File: src/rtl/uart_tx_cfg_if.sv
// Byte write port into the UART transmit FIFO.
// Valid/ready handshake; a byte moves on an edge with both high.
interface uart_tx_cfg_if;
  logic       wr_valid;
  logic [7:0] wr_data;
  logic       wr_ready;

  modport master (
    output wr_valid,
    output wr_data,
    input  wr_ready
  );

  modport slave (
    input  wr_valid,
    input  wr_data,
    output wr_ready
  );
endinterface

File: src/rtl/uart_tx_cfg.sv
// UART transmit path: write FIFO, baud divider and frame serializer.
// Frame format (5-8 bits, parity, 1/2 stops) is latched per frame.
module uart_tx_cfg #(
  parameter  int FIFO_DEPTH = 8,
  parameter  int BRD_W      = 16,
  localparam int CNT_W      = $clog2(FIFO_DEPTH) + 1
) (
  input  logic             clk,
  input  logic             rst,
  uart_tx_cfg_if.slave     wr,
  input  logic             tx_en,
  input  logic [BRD_W-1:0] brd,
  input  logic [1:0]       cfg_bits,
  input  logic             cfg_par_en,
  input  logic             cfg_par_odd,
  input  logic             cfg_stop2,
  output logic             out_tx,
  output logic             busy,
  output logic             done,
  output logic             fifo_empty,
  output logic             fifo_full,
  output logic [CNT_W-1:0] fifo_count
);

  localparam int AW = $clog2(FIFO_DEPTH);

  typedef enum logic [2:0] {
    IDLE,
    START,
    DATA,
    PARITY,
    STOP
  } state_e;

  state_e           state_q, state_d;
  logic [7:0]       mem [FIFO_DEPTH];
  logic [AW-1:0]    wptr_q, wptr_d;
  logic [AW-1:0]    rptr_q, rptr_d;
  logic [CNT_W-1:0] count_q, count_d;
  logic [BRD_W-1:0] baud_q, baud_d;
  logic [BRD_W-1:0] per_q, per_d;
  logic [7:0]       shift_q, shift_d;
  logic [2:0]       bidx_q, bidx_d;
  logic [2:0]       nlast_q, nlast_d;
  logic             par_q, par_d;
  logic             par_en_q, par_en_d;
  logic             par_odd_q, par_odd_d;
  logic             stop2_q, stop2_d;
  logic             sidx_q, sidx_d;

  logic push;
  logic pop;
  logic load;
  logic tick;
  logic can_start;
  logic done_d;

  assign fifo_empty = (count_q == '0);
  assign fifo_full  = (count_q == CNT_W'(FIFO_DEPTH));
  assign fifo_count = count_q;
  assign wr.wr_ready = ~fifo_full;

  // A full FIFO refuses writes even when a pop happens this cycle.
  assign push      = wr.wr_valid & ~fifo_full;
  assign can_start = tx_en & ~fifo_empty;
  assign tick      = (baud_q == per_q - BRD_W'(1));

  assign busy = (state_q != IDLE);
  assign done = done_d;

  always_comb begin
    state_d   = state_q;
    baud_d    = baud_q;
    per_d     = per_q;
    shift_d   = shift_q;
    bidx_d    = bidx_q;
    nlast_d   = nlast_q;
    par_d     = par_q;
    par_en_d  = par_en_q;
    par_odd_d = par_odd_q;
    stop2_d   = stop2_q;
    sidx_d    = sidx_q;
    load      = 1'b0;
    done_d    = 1'b0;

    if (state_q != IDLE) begin
      baud_d = tick ? '0 : baud_q + BRD_W'(1);
    end

    unique case (state_q)
      IDLE: begin
        if (can_start) load = 1'b1;
      end
      START: begin
        if (tick) state_d = DATA;
      end
      DATA: begin
        if (tick) begin
          shift_d = {1'b0, shift_q[7:1]};
          par_d   = par_q ^ shift_q[0];
          bidx_d  = bidx_q + 3'd1;
          if (bidx_q == nlast_q) begin
            state_d = par_en_q ? PARITY : STOP;
          end
        end
      end
      PARITY: begin
        if (tick) state_d = STOP;
      end
      STOP: begin
        if (tick) begin
          if (stop2_q && !sidx_q) begin
            sidx_d = 1'b1;
          end else begin
            done_d  = 1'b1;
            state_d = IDLE;
            if (can_start) load = 1'b1;
          end
        end
      end
      default: state_d = IDLE;
    endcase

    // Frame start: pop the head and freeze the format for this frame.
    if (load) begin
      state_d   = START;
      shift_d   = mem[rptr_q];
      per_d     = (brd == '0) ? BRD_W'(1) : brd;
      nlast_d   = 3'd4 + {1'b0, cfg_bits};
      par_en_d  = cfg_par_en;
      par_odd_d = cfg_par_odd;
      stop2_d   = cfg_stop2;
      par_d     = 1'b0;
      baud_d    = '0;
      bidx_d    = '0;
      sidx_d    = 1'b0;
    end
  end

  assign pop = load;

  always_comb begin
    wptr_d  = push ? wptr_q + AW'(1) : wptr_q;
    rptr_d  = pop ? rptr_q + AW'(1) : rptr_q;
    count_d = count_q + CNT_W'(push) - CNT_W'(pop);
  end

  always_comb begin
    out_tx = 1'b1;
    unique case (state_q)
      IDLE:    out_tx = 1'b1;
      START:   out_tx = 1'b0;
      DATA:    out_tx = shift_q[0];
      PARITY:  out_tx = par_q ^ par_odd_q;
      STOP:    out_tx = 1'b1;
      default: out_tx = 1'b1;
    endcase
  end

  always_ff @(posedge clk) begin
    if (push) mem[wptr_q] <= wr.wr_data;
  end

  always_ff @(posedge clk) begin
    if (rst) begin
      state_q   <= IDLE;
      wptr_q    <= '0;
      rptr_q    <= '0;
      count_q   <= '0;
      baud_q    <= '0;
      per_q     <= BRD_W'(1);
      shift_q   <= '0;
      bidx_q    <= '0;
      nlast_q   <= 3'd7;
      par_q     <= 1'b0;
      par_en_q  <= 1'b0;
      par_odd_q <= 1'b0;
      stop2_q   <= 1'b0;
      sidx_q    <= 1'b0;
    end else begin
      state_q   <= state_d;
      wptr_q    <= wptr_d;
      rptr_q    <= rptr_d;
      count_q   <= count_d;
      baud_q    <= baud_d;
      per_q     <= per_d;
      shift_q   <= shift_d;
      bidx_q    <= bidx_d;
      nlast_q   <= nlast_d;
      par_q     <= par_d;
      par_en_q  <= par_en_d;
      par_odd_q <= par_odd_d;
      stop2_q   <= stop2_d;
      sidx_q    <= sidx_d;
    end
  end

endmodule

File: src/flat_wrapper.sv
// flat-port wrapper written by rule: the top's interface ports become plain ports
module uart_tx_cfg_flat 
#(
  parameter  int FIFO_DEPTH = 8,
  parameter  int BRD_W      = 16,
  localparam int CNT_W      = $clog2(FIFO_DEPTH) + 1
)
  (clk, rst, tx_en, brd, cfg_bits, cfg_par_en, cfg_par_odd, cfg_stop2, out_tx, busy, done, fifo_empty, fifo_full, fifo_count, wr_wr_valid, wr_wr_data, wr_wr_ready);
  uart_tx_cfg_if wr_i ();
  input  logic clk;
  input  logic rst;
  input  logic tx_en;
  input  logic [BRD_W-1:0] brd;
  input  logic [1:0] cfg_bits;
  input  logic cfg_par_en;
  input  logic cfg_par_odd;
  input  logic cfg_stop2;
  output logic out_tx;
  output logic busy;
  output logic done;
  output logic fifo_empty;
  output logic fifo_full;
  output logic [CNT_W-1:0] fifo_count;
  input wire logic [$bits(wr_i.wr_valid)-1:0] wr_wr_valid;
  input wire logic [$bits(wr_i.wr_data)-1:0] wr_wr_data;
  output wire logic [$bits(wr_i.wr_ready)-1:0] wr_wr_ready;
  assign wr_i.wr_valid = wr_wr_valid;
  assign wr_i.wr_data = wr_wr_data;
  assign wr_wr_ready = wr_i.wr_ready;
  uart_tx_cfg #(.FIFO_DEPTH(FIFO_DEPTH), .BRD_W(BRD_W)) u_core (.clk(clk), .rst(rst), .wr(wr_i), .tx_en(tx_en), .brd(brd), .cfg_bits(cfg_bits), .cfg_par_en(cfg_par_en), .cfg_par_odd(cfg_par_odd), .cfg_stop2(cfg_stop2), .out_tx(out_tx), .busy(busy), .done(done), .fifo_empty(fifo_empty), .fifo_full(fifo_full), .fifo_count(fifo_count));
endmodule
File: config.mk
export PLATFORM = sky130hd
export DESIGN_NAME = uart_tx_cfg_flat
export DESIGN_NICKNAME = d
export VERILOG_FILES = /design/src/rtl/uart_tx_cfg_if.sv /design/src/rtl/uart_tx_cfg.sv /design/src/flat_wrapper.sv
export SDC_FILE = /design/constraint.sdc
export NUM_CORES = 1
export LEC_CHECK = 0
export CAP_MARGIN = 20
export CORE_AREA = 8 8 132 134
export DETAILED_ROUTE_END_ITERATION = 16
export DIE_AREA = 0 0 140 142
export GPL_TIMING_DRIVEN = 1
export SETUP_SLACK_MARGIN = 0.05
export SYNTH_ARGS = -nofsm -noshare
export SYNTH_HDL_FRONTEND = slang
export SYNTH_SLANG_ARGS = --single-unit
File: constraint.sdc
create_clock -name clk -period 5.5 [get_ports clk]
set_input_delay 1.1 -clock clk [delete_from_list [all_inputs] [get_ports clk]]
set_output_delay 1.1 -clock clk [all_outputs]
set_load 0.1 [all_outputs]
==> results.json <==
{
  "holdCritStartpoint": "u_core.sidx_q$_SDFFE_PP0P_",
  "rsz0062_at_grt": "no",
  "fin_cells": 756,
  "post_cts_resized": 0,
  "final_max_slew_viol_count": 0,
  "avgSynthCellArea_um2": 11.7,
  "critPathCaptureType": "output port",
  "critPathMaxFanout": 8,
  "avgViaCountPerCell": 5.38,
  "status": "finished clean",
  "synth_top_flop_cell": "dfxtp_1",
  "cts_tree": "done",
  "fmax_mhz": 230,
  "initial_core_util_pct": 38.8,
  "rows": 46,
  "r2r-start": "u_core.per_q[0]$_SDFFE_PP1N_",
  "layout_commonest_cell": "dfxtp_1",
  "ys_types": 71,
  "hold_viol": 0,
  "wl_per_cell_um": 17.4,
  "crit_slowest_cell": "nor4_4",
  "grt_max_degree": 21,
  "ios": 43,
  "peakVddDrop_uv": 247,
  "finalSetupViolCount": 0,
  "path_clk_slew_ns": 0.06,
  "htree_levels": 4,
  "layout-drive-gt1-share_pct": 13.5,
  "grt_overflow": 0,
  "die_h_um": 142,
  "fin_crit_ns": 4.35,
  "portBuffers": 42,
  "fp.dieW_um": 140,
  "diodes": 0,
  "finalSetupTns_ns": 0,
  "fin_crit_sh_pct": 79.1,
  "place_congestion": 0.859,
  "grt_pass1_vias": 4040,
  "tightest_slew_ns": 0.978,
  "layout_common_cells": "dfxtp_1 (66), edfxtp_1 (64), nor2_1 (50), clkdlybuf4s50_1 (41), nand2_1 (29)",
  "ys_ff_latch": 130,
  "finClkSkew_ns": 0.00833,
  "ctsRootBufferMaster": "clkbuf_16",
  "worstSetupPathType": "flip-flop to output port",
  "cts_buffers": 17,
  "routed_wl_mm": 13.2,
  "antenna_found_initial": 0,
  "vias": 4071,
  "synth_edf_count": 64,
  "coreArea_um2": 15400,
  "dp_hpwl_mm": 9.21,
  "synth_area_leaders": "edfxtp_1 (32%), dfxtp_1 (22%), mux4_2 (6.0%)",
  "firstDrtPassIters": 4,
  "slew_headroom_pct": 34.6,
  "cts_buffer_depth": 2,
  "r2r_slack_ns": 1.50,
  "syn_inst": 510,
  "cp_data_arrival_time_ns": 3.25,
  "ctsHoldBuffers": 0,
  "nFillCells": 1386,
  "cts_sinks": 130,
  "cpPeakStageDelay_ns": 0.49,
  "syn_to_final_growth_pct": 19.9,
  "hold_class": "flip-flop to flip-flop",
  "clk_latency_ns": 0.42,
  "multi_input_area_um2": 2550,
  "drcViolationCount": 0,
  "start_kind": "flip-flop",
  "power_density_nw_per_um2": 484,
  "cp_cell_sequence": "inv_1 > ha_1 > nor3b_2 > or3b_4 > xnor2_2 > nand3_4 > nor4_4 > and4_1 > buf_4",
  "p_leak_uw": 0.00248,
  "async_reset_ff_share_pct": 0,
  "drt-initial-drc-count": 294,
  "grt_pass1_wl_mm": 21.4,
  "critical-path-top-delay-family": "simple AND/OR/NAND/NOR gates",
  "cap_violations": 0,
  "yosys.area.top_type": "edfxtp_1",
  "fin_nets": 596,
  "yosysWarnings": 0,
  "worst-path-buf-inv": 2,
  "syn-cell-area_um2": 5980,
  "yosysTopAreaCellShare_pct": 32.1,
  "cp-startpoint": "u_core.per_q[0]$_SDFFE_PP1N_",
  "dp.cells": 724,
  "cts_setup_buffers": 0,
  "cp.required_ns": 4.40,
  "regArea_um2": 3240,
  "antenna_left": 0,
  "ys_seq_area_share_pct": 54.2,
  "dieArea_um2": 19900,
  "track_usage_pct": 14.0,
  "syn_nets": 555
}
## path summary, 6_finish.rpt
check	cells past startpoint	end
setup / recovery	9	done
hold / removal	2	u_core.sidx_q$_SDFFE_PP0P_
setup reg to reg	17	u_core.fifo_count[3]$_SDFF_PP0_
hold reg to reg	2	u_core.sidx_q$_SDFFE_PP0P_
## synthesized netlist by cell type (all sizes together), types with 16 or more instances
cell / count
dfxtp: 66
edfxtp: 64
nor2: 50
nand2: 29
nand3: 25
xnor2: 23
inv: 20
xor2: 20
o21ai: 18
a21oi: 17
mux4: 16
## area by class of cell
| type | count | share of cell area [%] |
|---|---|---|
| Clock buffer | 17 | 5.93 |
| Clock inverter | 15 | 2.21 |
| Inverter | 20 | 1.05 |
| Multi-Input combinational cell | 334 | 35.5 |
| Sequential cell | 130 | 45.2 |
| Tap cell | 192 | 3.35 |
| Timing Repair Buffer | 48 | 6.73 |
## state kept, by name, summed over array words and instances (netlist names), named ones only
register	cells
u_core.par_en_q	1
u_core.bidx_q	3
u_core.par_odd_q	1
u_core.rptr_q	3
u_core.baud_q	16
u_core.nlast_q	2
u_core.state_q	3
u_core.par_q	1
u_core.stop2_q	1
u_core.mem	64
u_core.sidx_q	1
u_core.wptr_q	3
u_core.per_q	16
u_core.fifo_count	4
u_core.shift_q	8
## cells by family (layout without fill, tap and decap cells)
logic type / count (synthesis) / in the layout / share of synthesized area [%]
compound gates: 83 / 83 / 9.91
xor+xnor: 43 / 43 / 6.42
fa+ha+maj: 12 / 12 / 2.63
buf+inv: 46 / 100 / 3.37
flops: 130 / 130 / 54.2
mux: 26 / 26 / 7.78
simple gates: 170 / 170 / 15.7
## metrics by stage
stage	utilization (%)	worst slack [ns]	hold slack [ns]	cell area (um2)	total power [uW]
2_1_floorplan	-	1.49	0.431	5980	2120
3_3_place_gp	42.5	1.65	0.450	6560	2370
5_1_grt	46.5	0.886	0.506	7180	3670
6_report	46.5	1.15	0.471	7180	3480
3_5_place_dp	42.7	1.50	0.456	6590	2410
4_1_cts	46.5	1.11	0.472	7180	3520
## tightest hold or removal path: cells and delay by family (launching register included)
family           cells  cell delay (ns)
AND/OR/NAND/NOR      1             0.07
flip-flops           1             0.33
AO/OA/AOI/OAI        1             0.04
## layer usage
| layer | GRT usage, % | wire length (um) | vias up |
|---|---|---|---|
| met5 | 0 | 0 | - |
| met4 | 6.29 | 175 | 0 |
| met3 | 3.82 | 683 | 14 |
| met2 | 23.2 | 6610 | 94 |
| met1 | 16.9 | 5690 | 1978 |
| li1 | - | - | 1985 |
## where the power goes
| part | switching, uW | leakage (uW) | internal, uW |
|---|---|---|---|
| registers | 116 | 0.00112 | 1130 |
| logic | 705 | 0.00108 | 434 |
| clock network | 484 | 0.000283 | 608 |
| total | 1310 | 0.00248 | 2170 |
No activity file was read; power rests on OpenSTA's default activity.
